`src/rtl/alarm_input_conditioner.sv`:
```
// Alarm pad front end: 2-flop sync + debounce on arm/sensor/on, long-press arm pulse,
// sticky sensor trip with clear, and a saturating sensor glitch counter.
module alarm_input_conditioner #(
    parameter int DEBOUNCE_CYCLES = 16,
    parameter int HOLD_CYCLES     = 64
) (
    input  logic       clk,
    input  logic       rst_n,
    input  logic       raw_arm,
    input  logic       raw_sensor,
    input  logic       raw_on,
    input  logic       clear,
    output logic       arm_out,
    output logic       sensor_out,
    output logic       on_out,
    output logic       sensor_edge,
    output logic       arm_db,
    output logic       sensor_db,
    output logic [3:0] glitch_cnt
);
    localparam int CW = (DEBOUNCE_CYCLES > 2) ? $clog2(DEBOUNCE_CYCLES) : 1;
    localparam int HW = (HOLD_CYCLES > 2) ? $clog2(HOLD_CYCLES) : 1;
    localparam logic [CW-1:0] CNT_MAX  = CW'(DEBOUNCE_CYCLES - 1);
    localparam logic [CW-1:0] CNT_ONE  = CW'(1);
    localparam logic [CW-1:0] CNT_ZERO = CW'(0);
    localparam logic [HW-1:0] HOLD_MAX  = HW'(HOLD_CYCLES - 1);
    localparam logic [HW-1:0] HOLD_ONE  = HW'(1);
    localparam logic [HW-1:0] HOLD_ZERO = HW'(0);

    typedef enum logic [1:0] {
        IDLE     = 2'd0,
        HOLD     = 2'd1,
        FIRE     = 2'd2,
        WAIT_REL = 2'd3
    } arm_state_t;

    // Channel index: 0 = arm, 1 = sensor, 2 = on.
    logic [2:0]    s1_r;
    logic [2:0]    s2_r;
    logic [2:0]    db_r;
    logic [CW-1:0] cnt_r [3];
    logic          sensor_db_d_r;
    logic          rise_s;
    logic          glitch_s;
    arm_state_t    state_r;
    logic [HW-1:0] hcnt_r;

    assign arm_db    = db_r[0];
    assign sensor_db = db_r[1];
    assign on_out    = db_r[2];

    assign rise_s   = db_r[1] & ~sensor_db_d_r;
    assign glitch_s = (s2_r[1] == db_r[1]) && (cnt_r[1] != CNT_ZERO);

    // Two-flop synchronizers for the raw pad inputs.
    always_ff @(posedge clk or negedge rst_n) begin
        if (!rst_n) begin
            s1_r <= 3'b000;
            s2_r <= 3'b000;
        end else begin
            s1_r <= {raw_on, raw_sensor, raw_arm};
            s2_r <= s1_r;
        end
    end

    // Debounce: the level flips only after DEBOUNCE_CYCLES consecutive disagreeing samples.
    always_ff @(posedge clk or negedge rst_n) begin
        if (!rst_n) begin
            for (int i = 0; i < 3; i++) begin
                cnt_r[i] <= CNT_ZERO;
            end
            db_r <= 3'b000;
        end else begin
            for (int i = 0; i < 3; i++) begin
                if (s2_r[i] == db_r[i]) begin
                    cnt_r[i] <= CNT_ZERO;
                end else if (cnt_r[i] == CNT_MAX) begin
                    db_r[i]  <= s2_r[i];
                    cnt_r[i] <= CNT_ZERO;
                end else begin
                    cnt_r[i] <= cnt_r[i] + CNT_ONE;
                end
            end
        end
    end

    // Sensor rise pulse, sticky trip (a new rise beats clear) and glitch counter (clear wins).
    always_ff @(posedge clk or negedge rst_n) begin
        if (!rst_n) begin
            sensor_db_d_r <= 1'b0;
            sensor_edge   <= 1'b0;
            sensor_out    <= 1'b0;
            glitch_cnt    <= 4'd0;
        end else begin
            sensor_db_d_r <= db_r[1];
            sensor_edge   <= rise_s;
            if (rise_s) begin
                sensor_out <= 1'b1;
            end else if (clear) begin
                sensor_out <= 1'b0;
            end else begin
                sensor_out <= sensor_out;
            end
            if (clear) begin
                glitch_cnt <= 4'd0;
            end else if (glitch_s && (glitch_cnt != 4'd15)) begin
                glitch_cnt <= glitch_cnt + 4'd1;
            end else begin
                glitch_cnt <= glitch_cnt;
            end
        end
    end

    // Long-press arm FSM: one pulse per press, no repeat while the button stays down.
    always_ff @(posedge clk or negedge rst_n) begin
        if (!rst_n) begin
            state_r <= IDLE;
            hcnt_r  <= HOLD_ZERO;
            arm_out <= 1'b0;
        end else begin
            arm_out <= 1'b0;
            case (state_r)
                IDLE: begin
                    if (db_r[0]) begin
                        state_r <= HOLD;
                        hcnt_r  <= HOLD_ONE;
                    end else begin
                        hcnt_r  <= HOLD_ZERO;
                    end
                end
                HOLD: begin
                    if (!db_r[0]) begin
                        state_r <= IDLE;
                        hcnt_r  <= HOLD_ZERO;
                    end else if (hcnt_r == HOLD_MAX) begin
                        state_r <= FIRE;
                        arm_out <= 1'b1;
                    end else begin
                        hcnt_r  <= hcnt_r + HOLD_ONE;
                    end
                end
                FIRE: begin
                    hcnt_r  <= HOLD_ZERO;
                    state_r <= db_r[0] ? WAIT_REL : IDLE;
                end
                WAIT_REL: begin
                    if (!db_r[0]) begin
                        state_r <= IDLE;
                    end else begin
                        state_r <= WAIT_REL;
                    end
                end
                default: begin
                    state_r <= IDLE;
                    hcnt_r  <= HOLD_ZERO;
                end
            endcase
        end
    end
endmodule

```
`config.mk`:
```
export PLATFORM = sky130hd
export DESIGN_NAME = alarm_input_conditioner
export DESIGN_NICKNAME = d
export VERILOG_FILES = /design/src/rtl/alarm_input_conditioner.sv
export SDC_FILE = /design/constraint.sdc
export NUM_CORES = 1
export LEC_CHECK = 0
export ABC_AREA = 1
export CAP_MARGIN = 0
export CORE_MARGIN = 10
export CORE_UTILIZATION = 40
export CTS_CLUSTER_DIAMETER = 60
export DETAILED_ROUTE_END_ITERATION = 12
export PLACE_DENSITY_LB_ADDON = 0.12
export SLEW_MARGIN = 40
export SYNTH_ARGS = -nofsm -noshare
export SYNTH_HDL_FRONTEND = slang
export SYNTH_SLANG_ARGS = --single-unit
```
`constraint.sdc`:
```
create_clock -name clk -period 1.85 [get_ports clk]
set_input_delay 0.2775 -clock clk [delete_from_list [all_inputs] [get_ports clk]]
set_output_delay 0.2775 -clock clk [all_outputs]
set_load 0.05 [all_outputs]
```
==> impl_metrics.yaml, run 1 <==
cells_and_area:
  multi_input_area_um2: 727
  fin_area_um2: 2070
  final_nets: 231
  syn_to_final_growth_pct: 18.3
  drive_gt1_share_pct: 12.0
  fillerInstances: 429
  ff_latch_area_um2: 926
  n_antenna_cell: 0
timing:
  setup_viol: 0
  relSlewSlack_pct: 66.1
  rsz0062_at_grt: "false"
  finalClockSkew_ns: 0.00322
  period_share_pct: 96.2
  max_freq_ghz: 0.562
  drv_slew: 0
  final.setup.tns_ns: 0
  finalHoldViolCount: 0
  finalCriticalPeriod_ns: 1.78
  worst-slew-pin-transition_ns: 0.506
cts:
  clockBufferDepth: 2
  cts-resized-gates: 0
  clkSinkCount: 37
  cts_setup_buffers: 0
  cts_hold_buf: 0
  insertion_delay_ns: 0.28
  cts_tree: "yes"
  cts.reportedPaths.clkPinSlew_ns: 0.07
  cts.htree.levels: 2
  cts_root_buf: "clkbuf_8"
  cts_buffers: 5
power:
  irDropWorstVdd_uv: 492
  p_per_area_nw_per_um2: 927
  p_leak_nw: 1.06
worst_setup_path:
  worstSetupEndpoint: "glitch_cnt[1]"
  crit_family: "buffers and inverters"
  max_stage_delay_ns: 0.83
  critPathLaunchType: "flip-flop"
  path_cells: "clkdlybuf4s50_1"
  crit_path_top_delay_cell: "clkdlybuf4s50_1"
  cp.arrival_ns: 1.50
  cp_num_cells: 1
  crit_start: "glitch_cnt[1]$_DFFE_PN0P_"
  reg2reg_slack_ns: 0.45
  reg2reg_depth: 9
  r2r-end: "hcnt_r[0]$_DFFE_PN0P_"
  critical_path_class: "flip-flop to output port"
  cp-end-kind: "output port"
  required_ns: 1.57
  r2r_start: "state_r[1]$_DFFE_PN0P_"
  path_max_fanout: 4
  worstPathBufferInverterCount: 1
drt:
  drtIter0Drc: 78
  via_count: 1250
  routed_via_density: 4.66
  drc: 0
  routed_wl_um: 3110
  wire_per_inst_um: 11.6
  drt-pass1-iter-count: 4
  ant_nets: 0
placed_design:
  routabilityCongestion: 0.871
  port_buffers: 15
  hpwl_um: 2370
  place_area_um2: 1960
synthesis:
  netlist.area_leader.share_pct: 52.8
  yosysUniqueCellTypes: 27
  syn_nets: 208
  syn_area_per_cell_um2: 9.13
  synth_area_leader_cell: "dfrtp_1"
  synth_seq_area_share_pct: 52.8
  synth-seq-cells: 37
  netlist_area_um2: 1750
  syn_inst: 192
  synth.top_cells.by_area: "dfrtp_1 (53%), nand2_1 (9.4%), ha_1 (7.1%)"
  yosysWarnings: 0
grt:
  grt_max_degree: 38
  grt_use_total_pct: 9.34
  grt_pass1_wl_um: 5630
  first_global_vias: 1271
  antenna_found_initial: 0
  grt_overflow: 0
die:
  core-area_um2: 4290
  design.portCount: 16
  row_count: 24
  die_x_um: 86.2
  initial_core_util_pct: 40.8
  die_h_um: 86.2
  die-area_um2: 7430
run_status:
  status: "complete, no violations"
job:
  maxCapViolCount: 0
worst_hold_path:
  hp-class: "primary input to async pin"
-- flip-flops by register name, indices dropped and copies added (netlist names) --
| register | flops |
|---|---|
| arm_out | 1 |
| cnt_r | 12 |
| db_r | 3 |
| glitch_cnt | 4 |
| hcnt_r | 6 |
| s1_r | 3 |
| s2_r | 3 |
| sensor_db_d_r | 1 |
| sensor_edge | 1 |
| sensor_out | 1 |
| state_r | 2 |
-- cells in the final DEF (no fill, tap or decap), drive strengths merged --
cell	count
nand3	18
xnor2	5
o22ai	1
ha	10
nand2	47
or2	1
o21a	1
buf	7
bufinv	1
inv	26
o21ai	6
dfrtp	37
nand4	2
nor3b	1
a21oi	3
nor2	27
clkdlybuf4s50	9
nor3	2
clkbuf	7
mux2	1
xor2	4
-- how the worst min path moves through the flow --
stage                       from                  to  slack, ns  depth (start not counted)
6_report                   rst_n  cnt_r[7]$_DFF_PN0_       0.02                          2
5_1_grt                    rst_n  cnt_r[6]$_DFF_PN0_       0.05                          2
4_1_cts                    rst_n  cnt_r[7]$_DFF_PN0_       0.04                          2
3_5_place_dp   s1_r[2]$_DFF_PN0_   s2_r[2]$_DFF_PN0_       0.34                          0
3_3_place_gp   s1_r[2]$_DFF_PN0_   s2_r[2]$_DFF_PN0_       0.33                          0
2_1_floorplan              rst_n   arm_out$_DFF_PN0_      -0.02                          0
-- cells by family (layout without fill, tap and decap cells) --
logic type | after synthesis | count (layout) | synth area share, %
compound gates | 11 | 11 | 3.57
xor+xnor | 9 | 9 | 4.92
fa+ha+maj | 10 | 10 | 7.14
buf+inv | 26 | 50 | 5.71
flops | 37 | 37 | 52.8
mux | 1 | 1 | 0.642
simple gates | 98 | 98 | 25.2
-- metal layers --
| layer | part of all wire [%] | track usage [%] |
|---|---|---|
| met2 | 48 | 15.7 |
| met4 | 2.4 | 4.42 |
| met5 | 0 | 0 |
| met3 | 5.6 | 4.03 |
| met1 | 44 | 9.86 |
-- synthesized netlist by cell type --
cell type and instances:
o21ai_2 1, o21a_1 1, nand3_4 1, nand4_1 2
nand2_1 44, dfrtp_1 37, nor3_1 2, mux2_2 1
xnor2_1 4, nor3b_1 1, xor2_1 4, inv_2 1
nand3_2 1, o21ai_0 4, nor2_1 26, or2_2 1
nand2_2 2, nand2_4 1, ha_1 10, o21ai_1 1
inv_1 24, nor2_4 1, inv_4 1, xnor2_2 1
o22ai_1 1, nand3_1 16, a21oi_1 3
-- final cells by class --
class                           count  share of cell area, %
Clock buffer                        7                   4.16
Clock inverter                      1                   1.45
Inverter                           26                   4.83
Multi-Input combinational cell    129                   35.0
Sequential cell                    37                   44.6
Tap cell                           52                   3.14
Timing Repair Buffer               16                   6.76
-- stage by stage --
stage	total power [mW]	setup WS (ns)	cells	util (%)	hold slack (ns)
after floorplan	1.13	0.333	192	-	-0.0181
after global placement	1.22	0.392	260	45.6	0.332
after detailed placement	1.23	0.369	260	45.6	0.337
after CTS	1.96	0.0482	268	48.3	0.0371
after global routing	2.04	0.00532	268	48.3	0.0545
final	1.92	0.0703	268	48.3	0.0240
-- power by group --
| group | switching, mW | total [mW] | internal [mW] |
|---|---|---|---|
| clock | 0.268 | 0.707 | 0.439 |
| sequential | 0.0383 | 0.888 | 0.850 |
| combinational | 0.217 | 0.329 | 0.112 |
| total | 0.523 | 1.92 | 1.40 |
Note: power is estimated with default switching activity, not from simulation.
==> inputs of run 2 (changes only) <==
Settings changed: CORE_ASPECT_RATIO set to 1.75, SLEW_MARGIN 40 to 20.
==> run 2 against run 1 <==
  * Count of clock-buffer cells in the layout decreased by 1
  * Cell count is 1.1% lower
  * Worst setup slack improved by 0.0013 ns
  * Sequential share of layout area fell by 0.11 points
  * Clock skew grew 0.0012 ns
  * Non-clock buffer count did not move
  * Combinational power hardly changed
  * Design area is 0.24% higher
  * Fmax about the same
==> impl_metrics.yaml, run 2 (same netlist as run 1, synthesis figures left out) <==
run_status:
  status: "complete, no violations"
cells_and_area:
  top_register: "cnt_r"
  largest_reg_flops: 12
  final-instance-count-excl-fill: 265
  n_antenna_cell: 0
  syn_to_final_growth_pct: 18.6
  post-route-util_pct: 49.6
  final_cell_mix: "nand2_1 (44), dfrtp_1 (37), nor2_1 (26)"
  drive_gt1_share_pct: 12.0
  reg_top3: "cnt_r x12, hcnt_r x6, glitch_cnt x4"
  layout_commonest_cell: "nand2_1"
  final_nets: 231
worst_setup_path:
  crit_family: "buffers and inverters"
  path_max_fanout: 4
  critical_path_class: "flip-flop to output port"
  max_stage_delay_ns: 0.82
  crit_path_top_delay_cell: "clkdlybuf4s50_1"
  worstPathBufferInverterCount: 1
  required_ns: 1.57
  cp-end-kind: "output port"
  cp.arrival_ns: 1.50
  path_cells: "clkdlybuf4s50_1"
  critPathLaunchType: "flip-flop"
drt:
  wire_per_inst_um: 12.2
  drt-pass1-iter-count: 4
  via_count: 1273
  drtIter0Drc: 47
  drc: 0
  routed_wl_um: 3240
  ant_nets: 0
  routed_via_density: 4.80
power:
  p_total_mw: 1.95
  p_per_area_nw_per_um2: 937
  p_leak_nw: 1.06
  irDropWorstVdd_uv: 816
die:
  initial_core_util_pct: 41.8
  die_x_um: 70.0
  die-area_um2: 7530
  design.portCount: 16
  core-area_um2: 4190
  die_h_um: 108
  row_count: 31
cts:
  clockBufferDepth: 2
  cts.reportedPaths.clkPinSlew_ns: 0.07
  cts_buffers: 5
  cts_tree: "yes"
  cts-resized-gates: 0
  cts_setup_buffers: 0
  clkSinkCount: 37
  cts_root_buf: "clkbuf_8"
  cts.htree.levels: 2
  cts_hold_buf: 0
  insertion_delay_ns: 0.29
timing:
  max_freq_ghz: 0.562
  finalHoldViolCount: 0
  final.setup.tns_ns: 0
  drv_slew: 0
  period_share_pct: 96.1
  finalCriticalPeriod_ns: 1.78
  rsz0062_at_grt: "false"
  worst-slew-pin-transition_ns: 0.501
  finalClockSkew_ns: 0.00444
  relSlewSlack_pct: 66.5
  setup_viol: 0
placed_design:
  port_buffers: 15
  hpwl_um: 2480
  dp.cells: 257
  routabilityCongestion: 0.791
grt:
  antenna_found_initial: 0
  grt_max_degree: 38
  grt_pass1_wl_um: 5910
  grt_use_total_pct: 9.31
  grt_overflow: 0
  first_global_vias: 1390
job:
  maxCapViolCount: 0
worst_hold_path:
  hp-class: "flip-flop to flip-flop"
[run 2: layout make-up]
cell class | instances | area, um2
clock inverter | 2 | 37.5
sequential | 37 | 926
fill | 404 | 2110
tap | 49 | 61.3
clock buffer | 6 | 82.6
inverter | 26 | 100
timing repair buffer | 16 | 145
multi-input combinational | 129 | 727
[run 2: worst paths after layout]
path | cells past startpoint | start | slack (ns) | to
hold / removal | 0 | s1_r[1]$_DFF_PN0_ | 0.35 | s2_r[1]$_DFF_PN0_
hold reg to reg | 0 | s1_r[1]$_DFF_PN0_ | 0.35 | s2_r[1]$_DFF_PN0_
max in group asynchronous | 2 | rst_n | 1.12 | db_r[1]$_DFFE_PN0P_
setup reg to reg | 9 | state_r[1]$_DFFE_PN0P_ | 0.43 | hcnt_r[5]$_DFFE_PN0P_
min in group asynchronous | 2 | rst_n | 0.41 | cnt_r[4]$_DFF_PN0_
setup / recovery | 1 | glitch_cnt[3]$_DFFE_PN0P_ | 0.07 | glitch_cnt[3]
[run 2: stage by stage]
step	setup slack [ns]	area [um2]	hold slack [ns]
finish	0.0716	2080	0.351
global route	0.00809	2080	0.364
CTS	0.0487	2080	0.354
detailed placement	0.368	1960	0.336
global placement	0.381	1960	0.338
floorplan	0.333	1750	-0.0181
[run 2: layer usage]
metal	GRT usage (%)	routed length, um
met4	4.53	63
met3	3.32	143
met2	17.8	1780
met5	0	0
met1	8.27	1260
[run 2: report_power, final]
part	internal [mW]	switching [mW]	leakage (nW)	total, mW
registers	0.849	0.0391	0.492	0.888
clock network	0.438	0.289	0.0574	0.727
logic	0.113	0.220	0.513	0.332
total	1.40	0.548	1.06	1.95
